File: config.mk
export PLATFORM = sky130hd
export DESIGN_NAME = cpu_multicycle_ctrl
export DESIGN_NICKNAME = d
export VERILOG_FILES = /design/src/rtl/cpu_multicycle_ctrl.sv
export SDC_FILE = /design/constraint.sdc
export NUM_CORES = 1
export LEC_CHECK = 0
export ABC_CLOCK_PERIOD_IN_PS = 1950
export CAP_MARGIN = 15
export CORE_MARGIN = 2
export CORE_UTILIZATION = 35
export CTS_BUF_LIST = sky130_fd_sc_hd__clkbuf_8
export DETAILED_ROUTE_END_ITERATION = 12
export GPL_ROUTABILITY_DRIVEN = 1
export SETUP_SLACK_MARGIN = 0.4
export SLEW_MARGIN = 10
export SYNTH_ARGS = -nofsm -noshare
export SYNTH_HDL_FRONTEND = slang
export SYNTH_SLANG_ARGS = --single-unit
File: constraint.sdc
create_clock -name clk -period 1.95 [get_ports clk]
set_input_delay 0.39 -clock clk [delete_from_list [all_inputs] [get_ports clk]]
set_output_delay 0.39 -clock clk [all_outputs]
set_load 0.01 [all_outputs]
File: src/rtl/cpu_multicycle_ctrl.sv
// -----------------------------------------------------------------------------
// cpu_multicycle_ctrl
//   Multi-cycle main control FSM for an RV32I core. Sequences a single shared
//   memory port, the ALU, the register file and the PC through
//   FETCH -> DECODE -> EXEC -> [MEM] -> [WB]. Control strobes are decoded from
//   the state register and the latched opcode. Only ir_write, pc_write and
//   pc_src also depend on inputs (mem_ready, zero).
//
// Optional feature (compile-time macro):
//   CTRL_ILLEGAL_TRAP_EN  - illegal opcode in DECODE enters TRAP, holds trap=1
//                           until reset. When undefined, an illegal opcode is
//                           a NOP (DECODE -> FETCH) and trap is tied low.
//
// Parameters:
//   MEM_WAIT_MAX  - cycles a request may wait for mem_ready before mem_err sets
//
// Ports:
//   clk          in   1  clock, all logic on posedge
//   rst          in   1  synchronous active-high reset; forces outputs to 0
//   instruction  in   7  opcode field of memory read data (sampled on fetch)
//   zero         in   1  ALU zero flag (branch decision in EXEC)
//   mem_ready    in   1  memory completes the current request this cycle
//   mem_req      out  1  memory request, held until mem_ready
//   mem_we       out  1  request is a write
//   ir_write     out  1  load instruction register
//   pc_write     out  1  update PC
//   pc_src       out  1  0: PC+4, 1: branch/jump target
//   alu_src      out  1  0: rs2, 1: immediate
//   alu_op       out  2  00 add, 01 sub/compare, 10 funct-decoded
//   mem_to_reg   out  1  writeback selects memory data
//   reg_write    out  1  register file write enable
//   mem_err      out  1  sticky: a request waited MEM_WAIT_MAX cycles
//   trap         out  1  illegal-opcode halt indicator
//   state        out  3  FETCH=0 DECODE=1 EXEC=2 MEM=3 WB=4 TRAP=5
// -----------------------------------------------------------------------------
module cpu_multicycle_ctrl #(
   parameter int MEM_WAIT_MAX = 15
) (
   input  logic       clk,
   input  logic       rst,
   input  logic [6:0] instruction,
   input  logic       zero,
   input  logic       mem_ready,
   output logic       mem_req,
   output logic       mem_we,
   output logic       ir_write,
   output logic       pc_write,
   output logic       pc_src,
   output logic       alu_src,
   output logic [1:0] alu_op,
   output logic       mem_to_reg,
   output logic       reg_write,
   output logic       mem_err,
   output logic       trap,
   output logic [2:0] state
);

   typedef enum logic [2:0] {
      S_FETCH  = 3'd0,
      S_DECODE = 3'd1,
      S_EXEC   = 3'd2,
      S_MEM    = 3'd3,
      S_WB     = 3'd4,
      S_TRAP   = 3'd5
   } state_t;

   localparam logic [6:0] OP_R      = 7'b0110011;
   localparam logic [6:0] OP_I      = 7'b0010011;
   localparam logic [6:0] OP_LOAD   = 7'b0000011;
   localparam logic [6:0] OP_STORE  = 7'b0100011;
   localparam logic [6:0] OP_BRANCH = 7'b1100011;
   localparam logic [6:0] OP_JAL    = 7'b1101111;

   localparam int WW = $clog2(MEM_WAIT_MAX + 1);
   localparam logic [WW-1:0] WAIT_MAX  = WW'(MEM_WAIT_MAX);
   localparam logic [WW-1:0] WAIT_LAST = WW'(MEM_WAIT_MAX - 1);

   state_t        state_q;
   logic [6:0]    op_q;
   logic [WW-1:0] wait_cnt;
   logic          mem_err_q;

   logic is_r, is_i, is_load, is_store, is_branch, is_jal, legal;
   logic req_active;

   assign is_r      = (op_q == OP_R);
   assign is_i      = (op_q == OP_I);
   assign is_load   = (op_q == OP_LOAD);
   assign is_store  = (op_q == OP_STORE);
   assign is_branch = (op_q == OP_BRANCH);
   assign is_jal    = (op_q == OP_JAL);
   assign legal     = is_r | is_i | is_load | is_store | is_branch | is_jal;

   // Raw request, independent of rst; the port version is masked below.
   assign req_active = (state_q == S_FETCH) || (state_q == S_MEM);

   // NOTE: sequential state is updated with non-blocking assignments only, so
   // every branch below sees the pre-edge values of state_q/op_q/wait_cnt.
   always_ff @(posedge clk) begin
      if (rst) begin
         state_q   <= S_FETCH;
         op_q      <= '0;
         wait_cnt  <= '0;
         mem_err_q <= 1'b0;
      end else begin
         // Wait counter: zero outside a request and on completion, so it is
         // already clear on entry to FETCH/MEM. Completion beats the timeout.
         if (!req_active || mem_ready) begin
            wait_cnt <= '0;
         end else begin
            if (wait_cnt != WAIT_MAX)
               wait_cnt <= wait_cnt + 1'b1;
            if (wait_cnt == WAIT_LAST)
               mem_err_q <= 1'b1;
         end

         case (state_q)
            S_FETCH: begin
               if (mem_ready) begin
                  op_q    <= instruction;
                  state_q <= S_DECODE;
               end
            end
            S_DECODE: begin
               if (legal)
                  state_q <= S_EXEC;
               else
`ifdef CTRL_ILLEGAL_TRAP_EN
                  state_q <= S_TRAP;
`else
                  state_q <= S_FETCH;  // PC already advanced: acts as a NOP
`endif
            end
            S_EXEC: begin
               if (is_load || is_store)
                  state_q <= S_MEM;
               else if (is_r || is_i || is_jal)
                  state_q <= S_WB;
               else
                  state_q <= S_FETCH;
            end
            S_MEM: begin
               if (mem_ready)
                  state_q <= is_load ? S_WB : S_FETCH;
            end
            S_WB: state_q <= S_FETCH;
`ifdef CTRL_ILLEGAL_TRAP_EN
            S_TRAP: state_q <= S_TRAP;  // only rst leaves TRAP
`endif
            default: state_q <= S_FETCH;
         endcase
      end
   end

   // NOTE: every output gets a default before the case, so no latch can be
   // inferred for a state/opcode combination that assigns nothing.
   always_comb begin
      mem_req    = 1'b0;
      mem_we     = 1'b0;
      ir_write   = 1'b0;
      pc_write   = 1'b0;
      pc_src     = 1'b0;
      alu_src    = 1'b0;
      alu_op     = 2'b00;
      mem_to_reg = 1'b0;
      reg_write  = 1'b0;
      // Reset is synchronous, so the state register may still hold an old
      // state during the rst cycle; mask the strobes to drop any request.
      if (!rst) begin
         case (state_q)
            S_FETCH: begin
               mem_req  = 1'b1;
               ir_write = mem_ready;
               pc_write = mem_ready;  // pc_src stays 0: PC+4
            end
            S_EXEC: begin
               if (is_r) begin
                  alu_op = 2'b10;
               end else if (is_i) begin
                  alu_src = 1'b1;
                  alu_op  = 2'b10;
               end else if (is_load || is_store) begin
                  alu_src = 1'b1;
               end else if (is_branch) begin
                  alu_op   = 2'b01;
                  pc_write = zero;
                  pc_src   = zero;
               end else if (is_jal) begin
                  pc_write = 1'b1;
                  pc_src   = 1'b1;
               end
            end
            S_MEM: begin
               mem_req = 1'b1;
               mem_we  = is_store;
            end
            S_WB: begin
               reg_write  = 1'b1;
               mem_to_reg = is_load;
            end
            default: ;
         endcase
      end
   end

   assign mem_err = !rst && mem_err_q;
   assign state   = rst ? 3'd0 : state_q;

`ifdef CTRL_ILLEGAL_TRAP_EN
   assign trap = !rst && (state_q == S_TRAP);
`else
   assign trap = 1'b0;
`endif

endmodule

==> results.cfg <==
[grt]
grt_max_degree = 15
gr-usage-all-layers = 0.176
grt_overflow_total = 0
grt_pass1_wl_um = 4390
grt_pass1_vias = 1000
grt_antenna_before_repair = 0

[synthesis]
synth.area.top_cells = dfxtp_1 32%, nand2_1 7.7%, a21oi_1 4.9%, buf_6 3.6%, and3_1 3.4%
yosys.area.top_type_share = 0.323
syn_area_sq_um = 928
synth-compound-area-share = 0.147
synth_ff_type = dfxtp_1
synthSimpleGateAreaFrac = 0.412
synth_cell_type_count = 39
syn_nets = 123
synthAdderAreaFrac = 0.0270
synth_commonest_cells = 19 x nand2_1, 15 x dfxtp_1, 9 x a21oi_1
synthMuxAreaShare = 0.0108
synth_top_family_by_area = simple AND/OR/NAND/NOR gates
synth_most_common_cell = nand2_1
yosys.area.top_type = dfxtp_1
synth-seq-area-share = 0.323
synth_edf_count = 0
avgSynthCellArea_sq_um = 8.44
ys_seq_elements = 15
postSynth.asyncResetShare = 0
syn_inst = 110
ys.warnings.count = 0
synthXorXnorAreaFrac = 0.00943

[cells_and_area]
nets = 177
n_antenna_cell = 0
drive_gt1_frac = 0.472
syn_to_final_growth_pct = 64.8
design_area_sq_um = 1530
final_cell_count_no_fill = 193

[clock_network]
htreeDepth = 1
cts_hold_buf = 0
cts_max_path_buffers = 2
worst_setup_hold_path_clk_slew_ns = 0.06
clk_latency_ns = 0.24
cts_tree = done
cts-root-buf = clkbuf_8
cts_buffers = 3
cts.sinks = 15

[job]
drv_cap = 0

[sta]
hold_ws_ns = 0.466
fmax_mhz = 518
period_share = 0.991
finalHoldViolations = 0
rsz0062_at_grt = yes
setup_tns_ns = 0
setup_slack_ns = 0.0179
period_minus_slack_ns = 1.93
setup_viol = 0
fin_skew_ns = 0.00232
slew_viol_final = 0

[floorplan]
die_y_um = 55.5
rows = 18
die_x_um = 55.5
io_pins = 26
core_area_sq_um = 2500
floorplan.initialDensity = 0.371
die_area_sq_um = 3080

[setup_path]
cp-end-kind = output port
path_max_fanout = 3
crit_type = reg2out
cp.required_ns = 1.56
start_kind = register
rr_startpoint = state_q[2]$_SDFFE_PP0P_
arrival_ns = 1.54
crit_start = state_q[2]$_SDFFE_PP0P_

[power_and_ir_drop]
leakagePower_nw = 0.661
power.density_nw_per_um2 = 469
ir_worst_vdd_uv = 538

[placed_design]
place_congestion = 0.776
place_area_sq_um = 1420
pre_cts_ws_ns = -0.630
place_inst = 183
portBuffers = 24
hpwl_um = 1890

[hold_path]
worstHoldPathType = reg2reg
worstHoldStart = op_q[6]$_SDFFE_PP0P_

[routing]
drt-total-wl_um = 2450
drt-initial-drc-count = 21
wl_per_cell_um = 12.7
drc = 0
vias = 966
first_pass_iters = 4
vias_per_cell = 5.01
ant_nets = 0

[outcome]
outcome = completed
==> power breakdown <==
part | internal, mW | switching [mW] | total (mW)
sequential | 0.318 | 0.0108 | 0.329
combinational | 0.0793 | 0.0678 | 0.147
clock | 0.139 | 0.102 | 0.242
==> worst paths after layout <==
kind / to / slack (ns) / cells past startpoint
setup / recovery: pc_write / 0.02 / 5
hold / removal: op_q[6]$_SDFFE_PP0P_ / 0.47 / 2
setup reg to reg: wait_cnt[1]$_SDFFE_PP0P_ / 0.32 / 6
hold reg to reg: op_q[6]$_SDFFE_PP0P_ / 0.47 / 2
==> routing by layer <==
metal | share of wire | global-route usage
met3 | 0.031 | 0.0492
met4 | 0 | 0.0314
met5 | 0 | 0
met2 | 0.53 | 0.316
met1 | 0.44 | 0.210
==> final cells by class <==
| class | instances | area, sq um |
|---|---|---|
| Clock buffer | 3 | 41.3 |
| Multi-Input combinational cell | 86 | 684 |
| Fill cell | 217 | 970 |
| Inverter | 2 | 7.51 |
| Timing Repair Buffer | 56 | 448 |
| Clock inverter | 1 | 3.75 |
| Sequential cell | 15 | 308 |
| Tap cell | 30 | 37.5 |
==> per-stage QoR <==
stage                     utilization  total power [mW]
final                           0.612             0.718
after floorplan                     -             0.409
after CTS                       0.607             0.723
after global placement          0.568             0.469
after global routing            0.612             0.763
after detailed placement        0.568             0.473
==> what timing repair did <==
action | in CTS | in global routing
pin swaps | 8 | 1
setup endpoints to repair | 25 | 18
resized for setup | 61 | 10
buffers inserted | 6 | 0
endpoints found under the hold margin | 0 | 0
==> worst max-delay path: stages, from the launching register on <==
cell and delay (ns):
dfxtp_2 0.34, nor4b_4 0.29, buf_4 0.17, nand3_4 0.09
o32ai_4 0.25, buf_2 0.16
==> sequential cells by signal, summed over array words and instances (netlist names) <==
name,flops
mem_err_q,1
op_q,7
state_q,3
wait_cnt,4
==> layout by cell type (no fill, tap or decap), types with 4 or more instances in the layout <==
| cell | count |
|---|---|
| a21oi_1 | 9 |
| and3_1 | 4 |
| buf_2 | 8 |
| buf_4 | 29 |
| clkdlybuf4s50_1 | 8 |
| dfxtp_1 | 11 |
| dlygate4sd2_1 | 4 |
| nand2_1 | 19 |
| nor2_1 | 5 |
| nor3_2 | 5 |
==> cells by family (layout without fill, tap and decap cells) <==
kind of cell / count (synthesis) / after routing
DFF: 15 / 15
adders and majority gates: 2 / 2
xor gates and xnor gates: 1 / 1
buffers and inverters: 9 / 62
muxes: 1 / 1
AOI/OAI and AO/OA: 18 / 18
and+or+nand+nor: 63 / 63
other: 1 / 1
No activity file was read; power rests on OpenSTA's default activity.
